===== src/rtl/fetch_unit.sv =====
// fetch_unit: instruction-fetch stage of the 5-stage RV64 pipeline.
//
// Generates the PC, issues one instruction-bus request at a time
// (req/data_ok handshake, zero-wait responses allowed), and hands
// {valid, pc, raw_instr} to decode.
// Redirects that arrive while a fetch is in flight park the target
// until the in-flight response has been dropped.
// A one-entry skid buffer absorbs the response that lands while decode
// is stalled.
//
// Ports:
//   clk, reset        clock; synchronous active-high reset
//   branch, jump      redirect pulse and its 64-bit target
//   stall             decode cannot accept; f_* hold
//   ireq_valid/addr   instruction request (held until iresp_data_ok)
//   iresp_data_ok     completes the outstanding request
//   iresp_data        instruction word
//   f_valid/pc/raw_instr  fetched entry to decode
//   f_misalign        only with FETCH_ALIGN_CHECK_EN
//
// Build option:
//   FETCH_ALIGN_CHECK_EN  When defined, a misaligned fetch address is not
//                         sent to the bus. Instead, a nop entry flagged
//                         f_misalign is delivered. Issue then halts until
//                         the next branch.
//
// States:
//   ISSUE   | normal fetch; request pc_q whenever the skid is empty
//   DISCARD | redirect taken mid-request; hold request, drop its response
module fetch_unit #(
  parameter logic [63:0] PC_RESET = 64'h0000_0000_8000_0000
) (
  input  logic        clk,
  input  logic        reset,
  input  logic        branch,
  input  logic [63:0] jump,
  input  logic        stall,
  output logic        ireq_valid,
  output logic [63:0] ireq_addr,
  input  logic        iresp_data_ok,
  input  logic [31:0] iresp_data,
  output logic        f_valid,
  output logic [63:0] f_pc,
  output logic [31:0] f_raw_instr
`ifdef FETCH_ALIGN_CHECK_EN
  ,
  output logic        f_misalign
`endif
);

  typedef enum logic {ISSUE, DISCARD} state_t;

  state_t      state_q;
  logic        run_q;       // low for the first cycle out of reset
  logic [63:0] pc_q;
  logic [63:0] target_q;
  logic        skid_valid;
  logic [63:0] skid_pc;
  logic [31:0] skid_instr;

  logic        halt;
  logic        misalign_hit;
  logic        resp;
  logic        consume;
  logic        slot_free;

`ifdef FETCH_ALIGN_CHECK_EN
  logic halt_q;
  assign halt         = halt_q;
  assign misalign_hit = (pc_q[1:0] != 2'b00);
`else
  assign halt         = 1'b0;
  assign misalign_hit = 1'b0;
`endif

  // pc_q only moves when no request is in flight, so the address is stable
  // for the whole life of a request (DISCARD keeps the old pc_q too).
  assign ireq_addr  = pc_q;
  assign ireq_valid = run_q &&
                      ((state_q == DISCARD) ||
                       (!skid_valid && !halt && !misalign_hit));

  assign resp      = ireq_valid && iresp_data_ok;
  assign consume   = f_valid && !stall;
  assign slot_free = !f_valid || consume;

  always_ff @(posedge clk) begin
    if (reset) begin
      state_q     <= ISSUE;
      run_q       <= 1'b0;
      pc_q        <= PC_RESET;
      target_q    <= '0;
      skid_valid  <= 1'b0;
      skid_pc     <= '0;
      skid_instr  <= '0;
      f_valid     <= 1'b0;
      f_pc        <= '0;
      f_raw_instr <= '0;
`ifdef FETCH_ALIGN_CHECK_EN
      halt_q      <= 1'b0;
      f_misalign  <= 1'b0;
`endif
    end else begin
      run_q <= 1'b1;
      if (consume) f_valid <= 1'b0;

      if (branch) begin
        // Redirect wins over stall: everything already fetched is stale.
        f_valid    <= 1'b0;
        skid_valid <= 1'b0;
`ifdef FETCH_ALIGN_CHECK_EN
        halt_q     <= 1'b0;
        f_misalign <= 1'b0;
`endif
        if (ireq_valid && !iresp_data_ok) begin
          target_q <= jump;
          state_q  <= DISCARD;
        end else begin
          pc_q    <= jump;
          state_q <= ISSUE;
        end
      end else begin
        case (state_q)
          ISSUE: begin
            if (skid_valid && consume) begin
              f_valid     <= 1'b1;
              f_pc        <= skid_pc;
              f_raw_instr <= skid_instr;
              skid_valid  <= 1'b0;
            end
            // The skid is empty whenever a response can arrive (full skid
            // blocks issue), so the two branches below never collide with
            // the drain above.
            if (resp) begin
              pc_q <= pc_q + 64'd4;
              if (slot_free) begin
                f_valid     <= 1'b1;
                f_pc        <= pc_q;
                f_raw_instr <= iresp_data;
              end else begin
                skid_valid <= 1'b1;
                skid_pc    <= pc_q;
                skid_instr <= iresp_data;
              end
            end
`ifdef FETCH_ALIGN_CHECK_EN
            if (misalign_hit && !halt_q && !skid_valid && slot_free) begin
              f_valid     <= 1'b1;
              f_misalign  <= 1'b1;
              f_pc        <= pc_q;
              f_raw_instr <= 32'h0000_0013;
              halt_q      <= 1'b1;
            end
`endif
          end
          DISCARD: begin
            if (iresp_data_ok) begin
              pc_q    <= target_q;
              state_q <= ISSUE;
            end
          end
        endcase
      end
    end
  end

endmodule


===== config.mk =====
export PLATFORM = sky130hd
export DESIGN_NAME = fetch_unit
export DESIGN_NICKNAME = d
export VERILOG_FILES = /design/src/rtl/fetch_unit.sv
export SDC_FILE = /design/constraint.sdc
export NUM_CORES = 1
export LEC_CHECK = 0
export CORE_MARGIN = 2
export CORE_UTILIZATION = 54
export CTS_BUF_LIST = sky130_fd_sc_hd__clkbuf_16
export DETAILED_ROUTE_END_ITERATION = 6
export MAX_ROUTING_LAYER = met4
export PLACE_DENSITY = 0.81
export SYNTH_ARGS = -nofsm -noshare
export SYNTH_HDL_FRONTEND = slang
export SYNTH_SLANG_ARGS = --single-unit

===== constraint.sdc =====
create_clock -name clk -period 3 [get_ports clk]
set_clock_uncertainty 0.2 [all_clocks]
set_input_delay 0.9 -clock clk [delete_from_list [all_inputs] [get_ports clk]]
set_output_delay 0.9 -clock clk [all_outputs]
set_load 0.005 [all_outputs]

==> run_results.csv <==
group,metric,value,unit
status,status,"completed",
sta,worst_pin_slew,0.733,ns
global_route,grt_pass1_vias,15200,
pwr,p_leak,7.19,nW
sta,finalSetupTns,0,ns
logic_synthesis,synth_area,15500,sq um
cells_and_area,seq_area,6490,sq um
clocking,cts_buffer_depth,3,
clocking,cts_tree,"built",
logic_synthesis,async_reset_ff_frac,0,
clocking,numCtsBuffers,36,
critical_path,crit_type,"flip-flop to primary output",
sta,setup_viol,0,
critical_path,worstPathMaxFanout,4,
pwr,clockPowerShare,0.394,
pwr,power.switching,0.00283,W
global_route,grt-ovfl-total,0,
logic_synthesis,netlist_top_cells_area,"dfxtp_1 (42%), nand2_1 (13%), a21oi_1 (10%)",
logic_synthesis,synthFlopType,"dfxtp_1",
clocking,cts_hold_buf,0,
logic_synthesis,syn_area_per_cell,7.30,sq um
logic_synthesis,yosys.cell_types.count,66,
global_route,grt_max_degree,138,
pwr,finalPower,0.0103,W
clocking,clock_latency,0.53,ns
die,die_x,174,microns
critical_path,worstPathCellList,"nand2b_1, and2_2, clkdlybuf4s50_1",
sta,rsz0062_at_grt,"false",
clocking,cts_sinks,324,
cells_and_area,fin_nets,2446,
cells_and_area,final.fill_count,2335,
clocking,clk_pin_slew_worst_paths,0.06,ns
pwr,power_density,511,nW/um^2
route,initialDrtViolationCount,2203,
logic_synthesis,synth_top_area_cell,"dfxtp_1",
route,postRouteAntennaNets,0,
place,dpl.hpwl,35000,microns
logic_synthesis,yosys_warnings,0,
die,initial_core_util,0.544,
logic_synthesis,synth_fp_nets,2231,
pwr,seq_power_share,0.447,
logic_synthesis,synth-seq-cells,324,
cells_and_area,final_common_cell,"nand2_1",
critical_path,worstSetupEndpointType,"primary output",
die,die-area,30100,sq um
sta,fin_crit,2.96,ns
critical_path,crit_arrival,1.86,ns
pwr,swShare,0.275,
global_route,grt_pass1_wl,82700,microns
critical_path,cp.required,1.90,ns
die,num_rows,62,
route,drt_wl_total,52900,microns
global_route,antenna_found_initial,0,
clocking,htreeDepth,2,
cells_and_area,mostFrequentLayoutCells,"nand2_1 (545), dfxtp_1 (323), a21oi_1 (313)",
min_path,hp-class,"flip-flop to flip-flop",
clocking,cts_root_buf,"clkbuf_16",
critical_path,start_kind,"flip-flop",
route,drcViolationCount,0,
route,wl_per_cell,19.2,microns
logic_synthesis,yosysSeqAreaShare,0.418,
cells_and_area,multi_input_area,8210,sq um
die,io_pins,263,
cells_and_area,area_growth,29.9,%
pwr,ir_drop,0.380,mV
sta,holdWs,0.250,ns
global_route,grt_use_total,0.345,
critical_path,crit_path_max_incr_delay,0.47,ns
sta,drv_slew,0,
sta,hold_viol_final,0,
critical_path,crit_slowest_cell,"clkdlybuf4s50_1",
logic_synthesis,synth_edf_count,0,
logic_synthesis,yosys.area.top_type_share,0.418,
job,cap_violations,0,
pwr,intPower,0.00748,W
die,die_height,174,microns
cells_and_area,antenna_cells,0,
route,drt_first_pass_iters,7,
sta,max_freq,0.338,GHz
sta,min_period_over_period,0.985,
logic_synthesis,syn-instance-count,2129,
sta,slew_headroom,0.512,
route,viasPerCell,6.12,
place,port_buffers,262,
die,core,28500,sq um
cells_and_area,drive_gt1_frac,0.0786,
pwr,comb_power_share,0.158,
route,num_vias,16800,
place,gp_congestion,0.969,
[worst max-delay path: cells and delay by family, from the launching register on]
kind,cells,cell delay [ns]
buffers and inverters,1,0.47
AND/OR/NAND/NOR,2,0.44
flip-flops,1,0.43
[cells by family (layout without fill, tap and decap cells)]
| group | Yosys count | in the layout | share of synthesized area |
|---|---|---|---|
| xor gates and xnor gates | 13 | 13 | 0.00733 |
| AOI/OAI and AO/OA | 663 | 663 | 0.250 |
| muxes | 51 | 51 | 0.0330 |
| buffers and inverters | 235 | 473 | 0.0579 |
| adders and majority gates | 1 | 1 | 0.000805 |
| DFF | 324 | 324 | 0.418 |
| and+or+nand+nor | 842 | 842 | 0.233 |
[metrics by stage]
step           instance area, sq um   util  std cells  setup slack (ns)
3_3_place_gp                  19100  0.669       2690            0.0436
2_1_floorplan                 15500      -       2129             0.134
5_1_grt                       20200  0.706       2751            0.0271
3_5_place_dp                  19100  0.669       2690          -0.00426
6_report                      20200  0.706       2751            0.0446
4_1_cts                       20200  0.706       2751            0.0669
[per-layer routing]
layer	up-vias	wire, microns	global-route usage
li1	7831	-	-
met1	7907	22500	0.489
met2	973	23200	0.506
met3	121	5610	0.0564
met4	0	1620	0.107
met5	-	0	-
[synth_stat cells, drive strengths merged, types with 13 or more instances]
library cell,instances
nand2,546
dfxtp,324
a21oi,316
clkbuf,175
o21ai,158
nor2,120
mux2i,49
a311oi,41
nand3,35
inv,34
or3,27
buf,26
o22ai,25
nand4,24
a2bb2oi,16
a31oi,16
nor3,16
and3,15
and2,14
nor4,13
[power groups by stage]
stage	Combinational (W)	Sequential [W]	Clock (W)
CTS	0.00160	0.00461	0.00410
global route	0.00174	0.00462	0.00429
finish	0.00163	0.00461	0.00407
floorplan	0.000732	0.00468	0
global placement	0.00156	0.00469	0
detailed placement	0.00158	0.00470	0
[worst paths after layout]
kind / startpoint / end / slack [ns] / depth (start not counted)
worst max-delay path: flip-flop / ireq_valid / 0.04 / 3
worst min-delay path: target_q[28]$_SDFFE_PP0P_ / target_q[28]$_SDFFE_PP0P_ / 0.25 / 2
worst max register to register: ireq_addr[20]$_SDFFE_PP0P_ / ireq_addr[31]$_SDFFE_PP1P_ / 0.27 / 6
worst min register to register: target_q[28]$_SDFFE_PP0P_ / target_q[28]$_SDFFE_PP0P_ / 0.25 / 2
[sequential cells by signal, summed over array words and instances (netlist names), named ones only]
register and flops:
f_pc 64, f_valid 1, skid_instr 32, state_q 1
target_q 64, ireq_addr 64, run_q 1, skid_pc 64
f_raw_instr 32
[what timing repair did]
action / 4_1_cts / 5_1_grt
endpoints found under the hold margin: 0 / 0
setup endpoints to repair: 1 / 0
resized for setup: 2 / 0
buffers inserted: 0 / 0
[final cells by class]
| type | instances | share of cell area |
|---|---|---|
| Sequential cell | 324 | 0.322 |
| Multi-Input combinational cell | 1570 | 0.407 |
| Inverter | 34 | 0.00633 |
| Clock inverter | 25 | 0.00807 |
| Tap cell | 384 | 0.0238 |
| Clock buffer | 36 | 0.0447 |
| Timing Repair Buffer | 378 | 0.188 |
No activity file was read; power rests on OpenSTA's default activity.
